==> src/rtl/instruction_fetch.sv <==
// Fetch stage: owns the PC, reads a 1-cycle-latency instruction memory and feeds decode through a 1-entry skid buffer.
// Optional FETCH_PERF_EN adds saturating fetch/redirect counters.
module instruction_fetch #(
    parameter int               PC_W      = 8,
    parameter logic [PC_W-1:0]  RESET_PC  = '0,
    parameter logic [23:0]      NOP_INSTR = 24'h000000
) (
    input  logic            clk,
    input  logic            rst_n,
    output logic            imem_en,
    output logic [PC_W-1:0] imem_addr,
    input  logic [23:0]     imem_rdata,
    input  logic            stall,
    input  logic            redirect,
    input  logic [PC_W-1:0] redirect_pc,
    input  logic            halt,
    output logic [23:0]     instr,
    output logic [PC_W-1:0] instr_pc,
    output logic            instr_valid,
    output logic            halted
`ifdef FETCH_PERF_EN
    ,
    output logic [15:0]     perf_fetches,
    output logic [15:0]     perf_redirects
`endif
);

    typedef enum logic {RUN, HALTED} state_t;

    state_t          state, state_next;
    logic [PC_W-1:0] fetch_pc;
    logic            inflight;
    logic [PC_W-1:0] inflight_pc;
    logic            skid_valid;
    logic [23:0]     skid_instr;
    logic [PC_W-1:0] skid_pc;
    logic            sample, take_redirect, take_halt;

    // Decode's back-signals only count for a real instruction that is actually moving on.
    assign sample        = (state == RUN) && !stall && instr_valid;
    assign take_redirect = sample && redirect;
    assign take_halt     = sample && halt && !redirect;

    always_ff @(posedge clk or negedge rst_n) begin
        if (!rst_n) state <= RUN;
        else        state <= state_next;
    end

    always_comb begin
        state_next = state;
        if (take_halt) state_next = HALTED;
    end

    always_comb begin
        imem_en   = (state == RUN) && !stall && !(redirect && instr_valid) && !(halt && instr_valid);
        imem_addr = fetch_pc;
        halted    = (state == HALTED);
    end

    always_ff @(posedge clk or negedge rst_n) begin
        if (!rst_n) begin
            fetch_pc    <= RESET_PC;
            inflight    <= 1'b0;
            inflight_pc <= '0;
            skid_valid  <= 1'b0;
            skid_instr  <= NOP_INSTR;
            skid_pc     <= '0;
            instr       <= NOP_INSTR;
            instr_pc    <= '0;
            instr_valid <= 1'b0;
        end else begin
            if (imem_en) begin
                fetch_pc    <= fetch_pc + 1'b1;
                inflight    <= 1'b1;
                inflight_pc <= fetch_pc;
            end else begin
                inflight <= 1'b0;
            end

            // Redirect and halt drop whatever is in flight or parked; halt leaves the outputs frozen.
            if (take_redirect) begin
                fetch_pc    <= redirect_pc;
                skid_valid  <= 1'b0;
                instr       <= NOP_INSTR;
                instr_valid <= 1'b0;
            end else if (take_halt) begin
                skid_valid <= 1'b0;
            end else if (state == RUN) begin
                if (stall) begin
                    if (inflight) begin
                        skid_instr <= imem_rdata;
                        skid_pc    <= inflight_pc;
                        skid_valid <= 1'b1;
                    end
                end else if (skid_valid) begin
                    instr       <= skid_instr;
                    instr_pc    <= skid_pc;
                    instr_valid <= 1'b1;
                    skid_valid  <= 1'b0;
                end else if (inflight) begin
                    instr       <= imem_rdata;
                    instr_pc    <= inflight_pc;
                    instr_valid <= 1'b1;
                end else begin
                    instr       <= NOP_INSTR;
                    instr_valid <= 1'b0;
                end
            end
        end
    end

`ifdef FETCH_PERF_EN
    always_ff @(posedge clk or negedge rst_n) begin
        if (!rst_n) begin
            perf_fetches   <= '0;
            perf_redirects <= '0;
        end else begin
            if (imem_en && perf_fetches != 16'hFFFF)
                perf_fetches <= perf_fetches + 16'd1;
            if (take_redirect && perf_redirects != 16'hFFFF)
                perf_redirects <= perf_redirects + 16'd1;
        end
    end
`endif

endmodule

==> config.mk <==
export PLATFORM = sky130hd
export DESIGN_NAME = instruction_fetch
export DESIGN_NICKNAME = d
export VERILOG_FILES = /design/src/rtl/instruction_fetch.sv
export SDC_FILE = /design/constraint.sdc
export NUM_CORES = 1
export LEC_CHECK = 0
export CAP_MARGIN = 20
export CORE_MARGIN = 2
export CORE_UTILIZATION = 54
export CTS_CLUSTER_SIZE = 8
export DETAILED_ROUTE_END_ITERATION = 8
export GPL_TIMING_DRIVEN = 1
export PLACE_DENSITY = 0.83
export SYNTH_ARGS = -nofsm -noshare
export SYNTH_HDL_FRONTEND = slang
export SYNTH_SLANG_ARGS = --single-unit
==> constraint.sdc <==
create_clock -name clk -period 4 [get_ports clk]
set_clock_uncertainty 0.15 [all_clocks]
set_input_delay 0.6 -clock clk [delete_from_list [all_inputs] [get_ports clk]]
set_output_delay 0.6 -clock clk [all_outputs]
set_load 0.005 [all_outputs]
### Word level (Yosys, flattened, before mapping)

Cells that the tools add are included.

* register bits after elaboration: 84
* logic and storage cells: 61

* bitwise operators: 4
* equal/unequal tests: 5
* reduce and logical (&&, ||, !) cells: 19
* $add $sub $neg: 1
* muxes and demuxes: 22

Operators by type and width (count)
* 24-bit two-way mux: 6
* 8-bit two-way mux: 4
* 1-bit two-way mux: 12
* 5-bit AND reduction: 2
* 1-bit logical AND: 9
* 8-bit by 1-bit adder with 8-bit output, second input constant: 1
* 1-bit logical NOT: 4
* 2-bit by 1-bit inequality test with 1-bit output, second input constant: 2
* 4-bit by 1-bit inequality test with 1-bit output, second input constant: 1
* 1-bit inverter: 4
* 2-bit nonzero test: 2
* 3-bit by 1-bit inequality test with 1-bit output, second input constant: 1
* 3-bit AND reduction: 1
* 2-bit inequality test, second input constant: 1
* 2-bit AND reduction: 1

### Depth between registers and ports, before layout

Gate-level depths: netlist (run 1).

* depth after elaboration: 7
* mapped depth: 6
* gate-level depth less buffers: 5

### Least setup slack after synthesis (run 1)

No wires, ideal clock.

* path type: input to output
* start: in redirect
* end: out imem_en
* cell stages on the path: 4
* slack: 2.120 ns
* arrival time: 1.130 ns
* cell sequence: o21ai_1 > nand2_4 > inv_2 > buf_4

* longest elaborated chain between the ends: 4

RTL lines
* from (decl): line 14 `input logic redirect,`
* 1-bit logical AND: line 55 `imem_en = (state == RUN) && !stall && !(redirect && instr_valid) && !(halt && instr_valid);`
* 1-bit logical NOT: line 55
* 1-bit logical AND (2 in a row): line 55
* to (decl): line 10 `output logic imem_en,`

Every way passes these cells.

### Worst setup path in the final report (run 1)

* start: in stall
* end: out imem_en

* longest elaborated chain between the ends: 4

RTL lines
* from (decl): line 13 `input logic stall,`
* 1-bit logical NOT: line 55
* 1-bit logical AND (3 in a row): line 55

Every way passes these cells.

==> results by group, run 1 <==
Finish
  – Ant diodes: 0
  – Area Overhead vs Synth: 28.7%
  – Fraction of layout cells with a size suffix above 1: 14.3%
  – Nets: 440
  – Final Instance Area: 4690 µm²

Floorplanning
  – Chip Width: 86.2 µm
  – Total I/O pin count: 80
  – Die H: 86.2 µm
  – Initial Utilization: 56.5%
  – Core Area: 6460 µm²
  – Die footprint: 7430 µm²
  – FP Rows: 29

Detailed routing
  – Met2 WL post-DR: 4170 µm
  – TritonRoute pass-1 iters: 4
  – Total number of vias: 2827
  – DR WL/cell: 16.7 µm
  – DRT met1 WL: 3350 µm
  – Length of routed met3 wiring: 425 µm
  – DRC Markers: 0
  – Uppermost layer routed: met4
  – Via-per-instance ratio: 5.85
  – Total wire length: 8060 µm
  – Post-route ant nets: 0
  – Detailed Route Iter0 Violations: 188

Power and ir drop
  – Pwr Total: 2.98 mW
  – Max VDD drop: 0.401 mV
  – Cell Pwr Density: 634 nW/µm²
  – Leakage power: 1.98 nW

Global routing
  – Vias in the first global route: 2732
  – Largest net degree at the start of global routing: 85
  – Gr ovfl total: 0
  – First-pass GRT wire length: 13000 µm
  – Initial antenna violation count: 0
  – All-Layer GR Usage: 22.4%

Worst setup path
  – R2R cell count: 3
  – FF-to-FF Start: inflight
  – Worst path cell trace: clkdlybuf4s50_1 > nor2_4 > nand2_4 > inv_2 > clkdlybuf4s50_1
  – Crit. End Element: output port
  – CP Launch Type: input pin
  – Worst path bufs/invs: 3
  – CP top delay family: buffers and inverters
  – Worst path slowest cell: clkdlybuf4s50_1
  – R2r setup slk: 1.76 ns
  – Crit Path Category: in -> out
  – R2R Path End: instr[16]
  – Crit path max fanout: 22
  – CP max stage delay: 0.58 ns
  – Required @ worst endpoint: 3.25 ns
  – Crit path top cell by count: clkdlybuf4s50_1
  – WP data arrival: 2.32 ns

Logic synthesis
  – Main combinational cell family by area after synthesis: compound AO/OA/AOI/OAI gates
  – Gate Count Post-Synth: 329
  – Post-Synth XOR/XNOR Area: 0.240%
  – Post-Syn Area: 3650 µm²
  – Synth async-reset ratio: 100%
  – Multiplexer share of the synthesized area: 9.88%
  – Post-Syn Nets: 367
  – Synth Area in Simple Gates: 12.5%
  – Number of synthesized flops with an enable pin: 0
  – Mean post-synth cell area: 11.1 µm²
  – Yosys reg bits: 84
  – Compound-Gate Fraction of Synth Area: 15.9%
  – Synth Flop Type: dfrtp_1
  – Synth Area in Adders: 0.343%
  – YS warnings: 0
  – Post-synth cell types: 39
  – Seq/Total Area, Yosys: 57.6%

STA
  – Final slew viol count: 0
  – Worst-Margin Slew: 0.929 ns
  – Final worst path period share: 76.8%
  – RSZ-0062 raised after global routing: false
  – Fin crit period: 3.07 ns
  – FMAX: 325 MHz
  – Slew HR: 37.8%
  – Final hold slack: 0.330 ns
  – Fin Setup TNS: 0 ns
  – # setup viols final: 0
  – Final Hold Viols: 0

Worst hold path
  – Hold_sp: instr[6]
  – Hold Crit Depth: 2
  – WHS Endpoint: instr[6]
  – Hold/Removal Path Class: reg -> reg

CTS
  – Clock transition at the registers of the reported paths: 0.08 ns
  – Clock sink count: 84
  – Post-cts sizing count: 0
  – Clock tree buffer depth: 2
  – Hold-fix buffers at CTS: 0
  – CTS root buffer: clkbuf_8
  – Clk Latency, worst-skew pair: 0.34 ns
  – Post-CTS Setup Inserts: 0
  – Cts bufs inserted: 9
  – CTS tree: done
  – H-Tree Depth: 3

Place
  – Gp weighted congestion: 0.874
  – Placed Area: 4430 µm²
  – Post-DP HPWL: 5100 µm
  – Port Buffer Count: 79

Run
  – MaxCap Viol Count: 0

Status
  – Status: completed
-- tightest hold or removal path, stage by stage (launching register included) --
cell     delay, ns
dfrtp_1       0.35
nand2_1       0.04
o21ai_0       0.06
-- power by group --
part	internal [mW]	switching [mW]	leakage [nW]
Sequential	1.19	0.250	1.04
Combinational	0.528	0.342	0.830
Clock	0.369	0.297	0.109
-- sequential cells by signal, indices dropped and copies added, names as in the netlist --
| signal | cells |
|---|---|
| inflight_pc | 8 |
| skid_valid | 1 |
| halted | 1 |
| instr_valid | 1 |
| instr_pc | 8 |
| imem_addr | 8 |
| inflight | 1 |
| instr | 24 |
| skid_pc | 8 |
| skid_instr | 24 |
-- layout make-up --
class / count / area, µm²
well taps: 77 / 96.3
flip-flops and latches: 84 / 2100
multi-input cells: 222 / 1420
clock inverters: 5 / 85.1
repair buffers: 84 / 848
inverters: 1 / 3.75
clock buffers: 10 / 138
fillers: 473 / 1770
-- cells in the mapped netlist, types with 2 or more instances --
cell type,count,area share [%]
a31oi_1,8,1.4
o21ai_0,36,4.9
nand2_1,56,5.8
buf_4,4,0.82
clkbuf_1,7,0.72
nand3_1,5,0.69
o2bb2ai_1,2,0.48
buf_2,9,1.2
buf_6,2,0.62
a22oi_1,30,6.2
dfrtp_1,84,58
o21ai_1,3,0.41
nor2_1,11,1.1
nor4_1,2,0.34
a21oi_1,7,0.96
and3_1,2,0.34
mux2_2,31,9.6
nor2b_1,9,1.5
-- cells by family (layout without fill, tap and decap cells) --
family	Yosys count	after routing
adder cells (fa/ha/maj)	1	1
flip-flops	84	84
buffers and inverters	23	100
XOR/XNOR	1	1
AND/OR/NAND/NOR	95	95
AO/OA/AOI/OAI	93	93
multiplexers	32	32
-- how the worst max path moves through the flow --
| stage | startpoint | depth (start not counted) | endpoint | slack (ns) |
|---|---|---|---|---|
| 2_1_floorplan | redirect | 4 | imem_en | 2.12 |
| 5_1_grt | stall | 5 | imem_en | 0.85 |
| 3_5_place_dp | stall | 5 | imem_en | 0.94 |
| 3_3_place_gp | stall | 5 | imem_en | 0.98 |
| 4_1_cts | stall | 5 | imem_en | 0.93 |
| 6_report | stall | 5 | imem_en | 0.93 |
-- layout by cell type (no fill, tap or decap), types with 2 or more instances in the layout --
cell type         n
nor4_1            2
buf_4             4
dfrtp_1          84
mux2_2           31
nor2b_1           8
o2bb2ai_1         2
nand2_1          56
nand3_1           5
and3_1            2
a21oi_1           7
nor2_1           11
a31oi_1           8
nor2b_2           2
o21ai_1           3
a22oi_1          30
clkbuf_8         10
o21ai_0          36
bufinv_16         2
clkdlybuf4s50_1  78
-- through the flow --
| step | instances | worst slack (ns) | utilization [%] |
|---|---|---|---|
| floorplan | 329 | 2.12 | - |
| global placement | 466 | 0.977 | 68.6 |
| detailed placement | 466 | 0.936 | 68.6 |
| CTS | 481 | 0.933 | 72.1 |
| global route | 483 | 0.850 | 72.7 |
| finish | 483 | 0.927 | 72.7 |
-- per-layer routing --
metal	vias to the layer above	GRT usage (%)
li1	1319	-
met1	1399	29.7
met2	98	36.9
met3	11	4.29
met4	0	8.81
met5	-	0
(Power assumes the default switching activity.)
==> run 2, diff against run 1 <==
CORE_UTILIZATION = 50   (was 54)
PLACE_DENSITY = 0.78   (was 0.83)
clock period = 3 ns   (was 4 ns; I/O delays follow)
==> run 2 against run 1 <==
Worst hold slack gained 0.00085 ns. Utilization shrank 7.0 points. Worst setup slack lost 0.37 ns. Critical endpoint unchanged.
==> results by group, run 2 (same netlist as run 1, synthesis figures left out) <==
Status
  – Status: completed

Detailed routing
  – Via-per-instance ratio: 5.47 (-6.5%)
  – DR WL/cell: 15.7 µm (-5.7%)
  – TritonRoute pass-1 iters: 4 (unchanged)
  – Post-route ant nets: 0 (unchanged)
  – DRC Markers: 0 (unchanged)
  – Total wire length: 8000 µm (-0.67%)
  – Detailed Route Iter0 Violations: 172 (-8.5%)
  – Total number of vias: 2786 (-1.5%)

Place
  – Post-DP HPWL: 5180 µm (+1.7%)
  – Port Buffer Count: 79 (unchanged)
  – Gp weighted congestion: 0.836 (-4.3%)

Worst setup path
  – CP endpoint: imem_en
  – Crit. End Element: output port
  – Critical Path Source: stall
  – CP Launch Type: input pin
  – R2R cell count: 4 (+1)
  – FF-to-FF Start: halted
  – R2r setup slk: 1.22 ns (-0.54 ns)
  – Worst path slowest cell: clkdlybuf4s50_1
  – R2R Path End: imem_addr[7]
  – Crit path top cell by count: clkdlybuf4s50_1
  – Crit Path Category: in -> out
  – Required @ worst endpoint: 2.40 ns (-0.85 ns)
  – WP data arrival: 1.84 ns (-0.48 ns)
  – Crit path max fanout: 6 (-73%)
  – CP max stage delay: 0.54 ns (-0.04 ns)
  – Worst path cell trace: clkdlybuf4s50_1 > nor2_4 > nand2_4 > inv_2 > clkdlybuf4s50_1

Finish
  – Layout fillers: 566 (+20%)
  – Nets: 443 (+0.68%)
  – Fraction of layout cells with a size suffix above 1: 14.9% (+0.59 points)
  – Most frequent cells in the layout: dfrtp_1 (84), clkdlybuf4s50_1 (78), nand2_1 (56)
  – Area Overhead vs Synth: 29.2%
  – Ant diodes: 0 (unchanged)
  – Commonest non-fill, non-tap cell in the layout: dfrtp_1
  – Top Registers: instr (24), skid_instr (24)

STA
  – Worst-Margin Slew: 0.621 ns (-0.308 ns)
  – Final Hold Viols: 0 (unchanged)
  – Final hold slack: 0.330 ns (+0.000845 ns)
  – RSZ-0062 raised after global routing: false
  – Fin Setup TNS: 0 ns (unchanged)
  – FMAX: 409 MHz
  – # setup viols final: 0 (unchanged)
  – Final slew viol count: 0 (unchanged)
  – Slew HR: 58.5% (+21 points)
  – Fin crit period: 2.44 ns
  – Final worst path period share: 81.5%

Power and ir drop
  – Cell Pwr Density: 818 nW/µm² (+29%)
  – Max VDD drop: 0.368 mV (-8.2%)
  – Pwr Total: 3.85 mW (+29%)
  – Leakage power: 1.98 nW (about the same)

CTS
  – CTS root buffer: clkbuf_8
  – Clock transition at the registers of the reported paths: 0.08 ns (about the same)
  – Clock sink count: 84 (unchanged)
  – Cts bufs inserted: 9 (unchanged)
  – H-Tree Depth: 3 (unchanged)
  – Clk Latency, worst-skew pair: 0.34 ns (about the same)
  – Clock tree buffer depth: 2 (unchanged)
  – Post-cts sizing count: 0 (unchanged)
  – CTS tree: done

Global routing
  – Gr ovfl total: 0 (unchanged)
  – First-pass GRT wire length: 12800 µm (-1.8%)
  – Vias in the first global route: 2716 (-0.59%)
  – All-Layer GR Usage: 20.8% (-1.6 points)
  – Largest net degree at the start of global routing: 85 (unchanged)
  – Initial antenna violation count: 0 (unchanged)

Run
  – MaxCap Viol Count: 0 (unchanged)

Floorplanning
  – Total I/O pin count: 80 (unchanged)
  – Initial Utilization: 50.8% (-5.6 points)
  – FP Rows: 31 (+6.9%)
  – Core Area: 7180 µm² (+11%)
  – Chip Width: 89.4 µm (+3.7%)
  – Die footprint: 7990 µm² (+7.6%)
  – Die H: 89.4 µm (+3.7%)

Worst hold path
  – Hold/Removal Path Class: reg -> reg
-- run 2: timing repair --
item | in CTS | in global routing
setup buffers | 0 | 0
hold buffers | 0 | 1
hold endpoints to repair | 0 | 38
-- run 2: worst min path at each step --
| stage | cells after the start | startpoint | endpoint |
|---|---|---|---|
| after detailed placement | 2 | instr[8] | instr[8] |
| after CTS | 1 | rst_n | instr[9] |
| after global routing | 1 | skid_instr[17] | skid_instr[17] |
| final | 2 | instr[8] | instr[8] |
| after floorplan | 0 | rst_n | halted |
| after global placement | 2 | instr[5] | instr[5] |
-- run 2: metrics by stage --
step / util (%) / setup WS, ns / cells / cell area (µm²)
6_report: 65.6 / 0.556 / 509 / 4710
5_1_grt: 65.6 / 0.482 / 509 / 4710
4_1_cts: 65.2 / 0.549 / 507 / 4680
3_5_place_dp: 62.4 / 0.556 / 491 / 4480
3_3_place_gp: 62.4 / 0.580 / 491 / 4480
2_1_floorplan: - / 1.42 / 329 / 3650
-- run 2: cell type report --
cell class	instances	area [µm²]	share of cell area, %
Tap cell	99	124	2.63
Sequential cell	84	2100	44.6
Inverter	1	3.75	0.0797
Clock inverter	7	76.3	1.62
Clock buffer	9	124	2.63
Multi-Input combinational cell	222	1420	30.1
Timing Repair Buffer	87	863	18.3
-- run 2: metal layers --
layer | routed length [µm] | share of wire, % | GRT usage [%]
met1 | 3430 | 43 | 26.8
met2 | 4050 | 51 | 34.5
met3 | 325 | 4.1 | 3.14
met4 | 197 | 2.5 | 10.0
met5 | 0 | 0 | 0
-- run 2: where the power goes --
group          internal, mW  switching, mW
Combinational         0.704          0.417
Clock                 0.389          0.406
Sequential             1.59          0.352
Total                  2.68           1.17
-- run 2: critical path, delay by kind of cell --
kind	cells	cell delay (ns)
buffers and inverters	3	1.10
AND/OR/NAND/NOR	2	0.28
